File: config.mk
export PLATFORM = sky130hd
export DESIGN_NAME = clkdiv_burst_flat
export DESIGN_NICKNAME = d
export VERILOG_FILES = /design/src/rtl/clkdiv_burst_if.sv /design/src/rtl/clkdiv_burst.sv /design/src/flat_wrapper.sv
export SDC_FILE = /design/constraint.sdc
export NUM_CORES = 1
export LEC_CHECK = 0
export BUFFER_PORTS_ARGS = -buffer_cell sky130_fd_sc_hd__buf_4
export CAP_MARGIN = 10
export CORE_ASPECT_RATIO = 1.75
export CORE_MARGIN = 2
export CORE_UTILIZATION = 55
export DETAILED_ROUTE_END_ITERATION = 16
export HOLD_SLACK_MARGIN = 0.06
export PLACE_DENSITY_LB_ADDON = 0.25
export SLEW_MARGIN = 40
export SYNTH_ARGS = -nofsm -noshare
export SYNTH_HDL_FRONTEND = slang
export SYNTH_SLANG_ARGS = --single-unit
File: constraint.sdc
create_clock -name clk_i -period 5.6 [get_ports clk_i]
set_input_delay 1.68 -clock clk_i [delete_from_list [all_inputs] [get_ports clk_i]]
set_output_delay 1.68 -clock clk_i [all_outputs]
set_load 0.005 [all_outputs]
File: src/rtl/clkdiv_burst_if.sv
// Request/status bundle between a serial-bus engine and the clkdiv_burst generator.
// The engine drives the master side; the divider implements the slave side.
interface clkdiv_burst_if #(
    parameter int DIV_WIDTH   = 8,
    parameter int COUNT_WIDTH = 8
);
    logic                   start;
    logic [DIV_WIDTH-1:0]   div;
    logic                   cpol;
    logic [COUNT_WIDTH-1:0] npulses;
    logic                   abort;
    logic                   busy;
    logic                   done;
    logic                   div_clk;
    logic                   lead;
    logic                   trail;

    modport master (
        output start, div, cpol, npulses, abort,
        input  busy, done, div_clk, lead, trail
    );

    modport slave (
        input  start, div, cpol, npulses, abort,
        output busy, done, div_clk, lead, trail
    );
endinterface

File: src/rtl/clkdiv_burst.sv
// Burst clock divider: emits N glitch-free pulses of period D with lead/trail strobes and a done pulse.
// Optional early termination is built when CLKDIV_BURST_ABORT_EN is defined.
module clkdiv_burst #(
    parameter int DIV_WIDTH   = 8,
    parameter int COUNT_WIDTH = 8,
    parameter bit RESET_CPOL  = 1'b0
) (
    input  logic             clk_i,
    input  logic             rst_ni,
    clkdiv_burst_if.slave    bus
);
    typedef enum logic [2:0] {
        ST_IDLE       = 3'b001,
        ST_RUN        = 3'b010,
        ST_ABORT_WAIT = 3'b100
    } state_t;

    state_t                 state_r, state_s;
    logic [DIV_WIDTH-1:0]   phase_r, phase_s;
    logic [DIV_WIDTH-1:0]   div_r, div_s;
    logic [COUNT_WIDTH-1:0] pcount_r, pcount_s;
    logic [COUNT_WIDTH-1:0] npulses_r, npulses_s;
    logic                   cpol_r, cpol_s;
    logic                   abort_pend_r, abort_pend_s;
    logic                   busy_r, busy_s;
    logic                   done_r, done_s;
    logic                   clk_r, clk_s;
    logic                   lead_r, lead_s;
    logic                   trail_r, trail_s;

    logic [DIV_WIDTH-1:0]   half_s;
    logic [DIV_WIDTH-1:0]   phase_inc_s;
    logic                   wrap_s;
    logic                   abort_exit_s;
    logic                   last_s;

    assign half_s      = {1'b0, div_r[DIV_WIDTH-1:1]};
    assign wrap_s      = (phase_r == (div_r - DIV_WIDTH'(1)));
    assign phase_inc_s = phase_r + DIV_WIDTH'(1);

`ifdef CLKDIV_BURST_ABORT_EN
    // A live abort at the wrap, a remembered one, or ABORT_WAIT all end the burst at this wrap.
    assign abort_exit_s = bus.abort | abort_pend_r | (state_r == ST_ABORT_WAIT);
`else
    logic abort_unused_s;
    assign abort_unused_s = bus.abort;
    assign abort_exit_s   = 1'b0;
`endif

    assign last_s = (pcount_r == npulses_r) | abort_exit_s;

    // Next-state and next-output logic for the burst sequencer.
    always_comb begin
        state_s      = state_r;
        phase_s      = phase_r;
        div_s        = div_r;
        pcount_s     = pcount_r;
        npulses_s    = npulses_r;
        cpol_s       = cpol_r;
        abort_pend_s = abort_pend_r;
        busy_s       = 1'b0;
        done_s       = 1'b0;
        clk_s        = cpol_r;
        lead_s       = 1'b0;
        trail_s      = 1'b0;

        case (state_r)
            ST_IDLE: begin
                clk_s = bus.cpol;
                if (bus.start) begin
                    div_s     = (bus.div < DIV_WIDTH'(2)) ? DIV_WIDTH'(2) : bus.div;
                    cpol_s    = bus.cpol;
                    npulses_s = bus.npulses;
                    if (bus.npulses != {COUNT_WIDTH{1'b0}}) begin
                        state_s      = ST_RUN;
                        phase_s      = {DIV_WIDTH{1'b0}};
                        pcount_s     = COUNT_WIDTH'(1);
                        abort_pend_s = 1'b0;
                        busy_s       = 1'b1;
                        clk_s        = ~bus.cpol;
                        lead_s       = 1'b1;
                    end else begin
                        done_s = 1'b1;
                    end
                end else begin
                    state_s = ST_IDLE;
                end
            end
`ifdef CLKDIV_BURST_ABORT_EN
            ST_RUN, ST_ABORT_WAIT: begin
`else
            ST_RUN: begin
`endif
                busy_s = 1'b1;
                if (wrap_s) begin
                    if (last_s) begin
                        state_s      = ST_IDLE;
                        phase_s      = {DIV_WIDTH{1'b0}};
                        pcount_s     = {COUNT_WIDTH{1'b0}};
                        abort_pend_s = 1'b0;
                        busy_s       = 1'b0;
                        done_s       = 1'b1;
                        clk_s        = cpol_r;
                    end else begin
                        phase_s  = {DIV_WIDTH{1'b0}};
                        pcount_s = pcount_r + COUNT_WIDTH'(1);
                        clk_s    = ~cpol_r;
                        lead_s   = 1'b1;
                    end
                end else begin
                    phase_s = phase_inc_s;
                    clk_s   = (phase_inc_s < half_s) ? ~cpol_r : cpol_r;
                    trail_s = (phase_inc_s == half_s);
`ifdef CLKDIV_BURST_ABORT_EN
                    // Abort in the active half parks in ABORT_WAIT; in the idle half it is remembered.
                    if (bus.abort && (state_r == ST_RUN)) begin
                        if (phase_r < half_s) begin
                            state_s = ST_ABORT_WAIT;
                        end else begin
                            abort_pend_s = 1'b1;
                        end
                    end else begin
                        abort_pend_s = abort_pend_r;
                    end
`endif
                end
            end
            default: begin
                state_s      = ST_IDLE;
                phase_s      = {DIV_WIDTH{1'b0}};
                pcount_s     = {COUNT_WIDTH{1'b0}};
                abort_pend_s = 1'b0;
                clk_s        = cpol_r;
            end
        endcase
    end

    // State, counters, latched burst parameters and registered outputs.
    always_ff @(posedge clk_i or negedge rst_ni) begin
        if (!rst_ni) begin
            state_r      <= ST_IDLE;
            phase_r      <= {DIV_WIDTH{1'b0}};
            div_r        <= {DIV_WIDTH{1'b0}};
            pcount_r     <= {COUNT_WIDTH{1'b0}};
            npulses_r    <= {COUNT_WIDTH{1'b0}};
            cpol_r       <= RESET_CPOL;
            abort_pend_r <= 1'b0;
            busy_r       <= 1'b0;
            done_r       <= 1'b0;
            clk_r        <= RESET_CPOL;
            lead_r       <= 1'b0;
            trail_r      <= 1'b0;
        end else begin
            state_r      <= state_s;
            phase_r      <= phase_s;
            div_r        <= div_s;
            pcount_r     <= pcount_s;
            npulses_r    <= npulses_s;
            cpol_r       <= cpol_s;
            abort_pend_r <= abort_pend_s;
            busy_r       <= busy_s;
            done_r       <= done_s;
            clk_r        <= clk_s;
            lead_r       <= lead_s;
            trail_r      <= trail_s;
        end
    end

    assign bus.busy    = busy_r;
    assign bus.done    = done_r;
    assign bus.div_clk = clk_r;
    assign bus.lead    = lead_r;
    assign bus.trail   = trail_r;
endmodule
File: src/flat_wrapper.sv
// flat-port wrapper written by rule: the top's interface ports become plain ports
module clkdiv_burst_flat 
#(
    parameter int DIV_WIDTH   = 8,
    parameter int COUNT_WIDTH = 8,
    parameter bit RESET_CPOL  = 1'b0
)
  (clk_i, rst_ni, bus_start, bus_div, bus_cpol, bus_npulses, bus_abort, bus_busy, bus_done, bus_div_clk, bus_lead, bus_trail);
  clkdiv_burst_if #(.DIV_WIDTH(DIV_WIDTH), .COUNT_WIDTH(COUNT_WIDTH)) bus_i ();
  input  logic clk_i;
  input  logic rst_ni;
  input wire logic [$bits(bus_i.start)-1:0] bus_start;
  input wire logic [$bits(bus_i.div)-1:0] bus_div;
  input wire logic [$bits(bus_i.cpol)-1:0] bus_cpol;
  input wire logic [$bits(bus_i.npulses)-1:0] bus_npulses;
  input wire logic [$bits(bus_i.abort)-1:0] bus_abort;
  output wire logic [$bits(bus_i.busy)-1:0] bus_busy;
  output wire logic [$bits(bus_i.done)-1:0] bus_done;
  output wire logic [$bits(bus_i.div_clk)-1:0] bus_div_clk;
  output wire logic [$bits(bus_i.lead)-1:0] bus_lead;
  output wire logic [$bits(bus_i.trail)-1:0] bus_trail;
  assign bus_i.start = bus_start;
  assign bus_i.div = bus_div;
  assign bus_i.cpol = bus_cpol;
  assign bus_i.npulses = bus_npulses;
  assign bus_i.abort = bus_abort;
  assign bus_busy = bus_i.busy;
  assign bus_done = bus_i.done;
  assign bus_div_clk = bus_i.div_clk;
  assign bus_lead = bus_i.lead;
  assign bus_trail = bus_i.trail;
  clkdiv_burst #(.DIV_WIDTH(DIV_WIDTH), .COUNT_WIDTH(COUNT_WIDTH), .RESET_CPOL(RESET_CPOL)) u_core (.clk_i(clk_i), .rst_ni(rst_ni), .bus(bus_i));
endmodule
==> impl_metrics.toml <==
[clock_network]
cts.repair.resized = 0
numCtsBuffers = 5
cts_tree = "yes"
root_buffer = "clkbuf_8"
clk_latency_ns = 0.30
clock-sinks = 40
htree_levels = 2
post_cts_buffers = 0
clkSlewWorstSetupHoldPaths_ns = 0.07
hold_buffers = 0
clockBufferDepth = 2

[global_route]
track_usage = 0.260
grt_first_pass_wirelength_um = 10600
grt_overflow = 0
top_usage_layer = "met2"
grt.met2_usage = 0.504
grt_antenna_before_repair = 0
first_global_vias = 2332
use_met1 = 0.256
grt_max_degree = 41
grt_use_met3 = 0.0331

[logic_synthesis]
yosys.area.top_type = "dfrtp_1"
synthTopCellsByCount = "nand2_1 (60), dfrtp_1 (39), inv_1 (22), xor2_1 (14), o21ai_0 (13)"
synthTopCellsByArea = "dfrtp_1 (39%), nand2_1 (8.9%), ha_1 (5.9%)"
syn_inst = 290
synth_simple_gate_area_share = 0.238
ys_dominant_reg_cell = "dfrtp_1"
netlist_area_mm2 = 0.00253
synth.area.mux_share = 0.00840
synth_edf_count = 0
synth_xor_area_frac = 0.0692
ys_types = 54
synth_compound_area_frac = 0.174
ys.warnings.count = 0
synthAdderAreaFrac = 0.0593
synth-seq-cells = 40
synth_top_family_by_area = "simple AND/OR/NAND/NOR gates"
synthesis.nets = 323
synth_seq_area_share = 0.396
avgSynthCellArea_um2 = 8.73
synthArstFlopShare = 1.00
synth_top_area_frac = 0.386
yosys.cell_count.top_type = "nand2_1"

[placed_design]
place_inst = 354
port_buffers = 24
place_congestion = 0.925
place_area_mm2 = 0.00272
dp_hpwl_um = 4670
dp_slack_ns = 1.96

[sta]
holdWs_ns = 0.498
finalCritPeriodShare = 0.609
maxSlewHeadroom = 0.467
clock_skew_ns = 0.0152
rsz0062_at_grt = "false"
setup-tns-final_ns = 0
setup_viol = 0
hold_violations = 0
worst_slack_ns = 2.19
tightest_slew_ns = 0.799
final.min_clock_period_ns = 3.41
max_freq_mhz = 293
maxSlewViolCount = 0

[floorplanning]
placementRows = 32
die_h_um = 93.7
coreArea_mm2 = 0.00440
die_w_um = 55.3
dieArea_mm2 = 0.00518
initial_core_util = 0.575
boundaryPins = 26

[finish]
stdcell_count = 362
fin_nets = 343
synthToLayoutAreaGrowth_pct = 12.8
postLayoutCoreUtil = 0.648
n_antenna_cell = 0
drive_gt1_frac = 0.138
stdcell_area_mm2 = 0.00286
fillers = 404

[power_and_ir_drop]
power_density_mw_per_mm2 = 449
power_leakage_nw = 1.32
power.total_mw = 1.28
ir_drop_v = 0.000358

[worst_setup_path]
crit_chain = "buf_4 -> nor4_1 -> nand2_1 -> nand2_1 -> and2_1 -> a21oi_2 -> mux2_2"
r2r_start = "u_core.div_r[0]"
critical_path_peak_fanout = 13
crit_top_cell = "nand2_1"
worstSetupEndpointType = "flop"
required_ns = 5.77
ff2ff_path_depth = 8
cp-start-kind = "primary input"
cp_slowest_cell = "nor4_1"
rr_endpoint = "u_core.bus.trail"
max_stage_delay_ns = 0.49
path_class = "primary input to flop"
worst_ep_arrival_time_ns = 3.58
r2r_setup_slack_ns = 2.64

[hold_path]
hold_path.class = "flop to flop"
min_to = "u_core.npulses_r[2]"
holdPathStages = 2
worstHoldStart = "u_core.npulses_r[2]"

[route]
wl_per_cell_um = 17.2
drt_iter0_drc = 129
vias = 2256
drc_errors = 0
dr.pass1.iters = 4
viasPerCell = 6.23
routed_wl_um = 6230
drtAntennaViolNets = 0

[run]
cap_violations = 0

[run_status]
status = "finished clean"
-- layer usage --
metal | share of wire | wire [µm] | up-vias
met5 | 0 | 0 | -
met4 | 0.039 | 240 | 0
met3 | 0.028 | 174 | 20
met2 | 0.58 | 3610 | 62
met1 | 0.35 | 2210 | 1102
li1 | - | - | 1072
-- cell usage in the layout, fill, tap and decap left out, drive strengths merged, types with 2 or more instances in the layout --
master / n
a211o: 3
a211oi: 5
a21oi: 9
a221o: 4
a221oi: 2
a31oi: 4
a32o: 2
and2: 3
and3: 3
buf: 24
bufinv: 2
clkbuf: 6
dfrtp: 39
ha: 12
inv: 22
nand2: 60
nand3: 10
nand4: 5
nand4b: 3
nor2: 11
nor3: 3
nor4: 7
nor4b: 3
o211ai: 2
o21ai: 14
o22ai: 5
o31a: 2
or2: 4
or3: 2
or4: 2
xnor2: 6
xor2: 14
-- sequential cells by signal (all words and copies together) (netlist names) --
| register | cells |
|---|---|
| u_core.pcount_r | 8 |
| u_core.phase_r | 8 |
| u_core.npulses_r | 8 |
| u_core.state_r | 2 |
| u_core.bus.lead | 1 |
| u_core.cpol_r | 1 |
| u_core.div_r | 8 |
| u_core.bus.trail | 1 |
| u_core.bus.div_clk | 1 |
| u_core.bus.done | 1 |
| u_core.bus.busy | 1 |
-- power breakdown --
part | internal, mW | switching [mW] | total [mW]
logic | 0.218 | 0.316 | 0.534
clock network | 0.178 | 0.103 | 0.281
registers | 0.373 | 0.0930 | 0.466
total | 0.769 | 0.512 | 1.28
-- worst max path at each step --
| stage | from | cells after the start | to | slack [ns] |
|---|---|---|---|---|
| final | bus_npulses[1] | 7 | u_core.pcount_r[0] | 2.19 |
| after floorplan | bus_npulses[5] | 7 | u_core.pcount_r[5] | 2.48 |
| after CTS | bus_npulses[1] | 7 | u_core.pcount_r[0] | 2.25 |
| after detailed placement | bus_npulses[1] | 7 | u_core.pcount_r[0] | 1.96 |
| after global placement | bus_npulses[1] | 7 | u_core.pcount_r[0] | 1.96 |
| after global routing | bus_npulses[5] | 7 | u_core.pcount_r[0] | 2.02 |
-- layout make-up --
class / count / area (µm²) / share of cell area
timing repair buffer: 24 / 180 / 0.0631
sequential: 40 / 1000 / 0.351
inverter: 22 / 82.6 / 0.0289
multi-input combinational: 217 / 1390 / 0.488
clock inverter: 2 / 60.1 / 0.0210
tap: 51 / 63.8 / 0.0223
clock buffer: 6 / 72.6 / 0.0254
-- critical path: cells and delay by family --
family                 cells  cell delay [ns]
and+or+nand+nor            4             1.35
muxes                      1             0.31
AOI/OAI and AO/OA          1             0.13
buffers and inverters      1             0.11
-- cells by family after synthesis --
| kind of cell | after synthesis |
|---|---|
| buffers and inverters | 33 |
| flip-flops | 40 |
| AO/OA/AOI/OAI | 62 |
| multiplexers | 2 |
| AND/OR/NAND/NOR | 121 |
| adder cells (fa/ha/maj) | 12 |
| XOR/XNOR | 20 |
(Power assumes the default switching activity.)
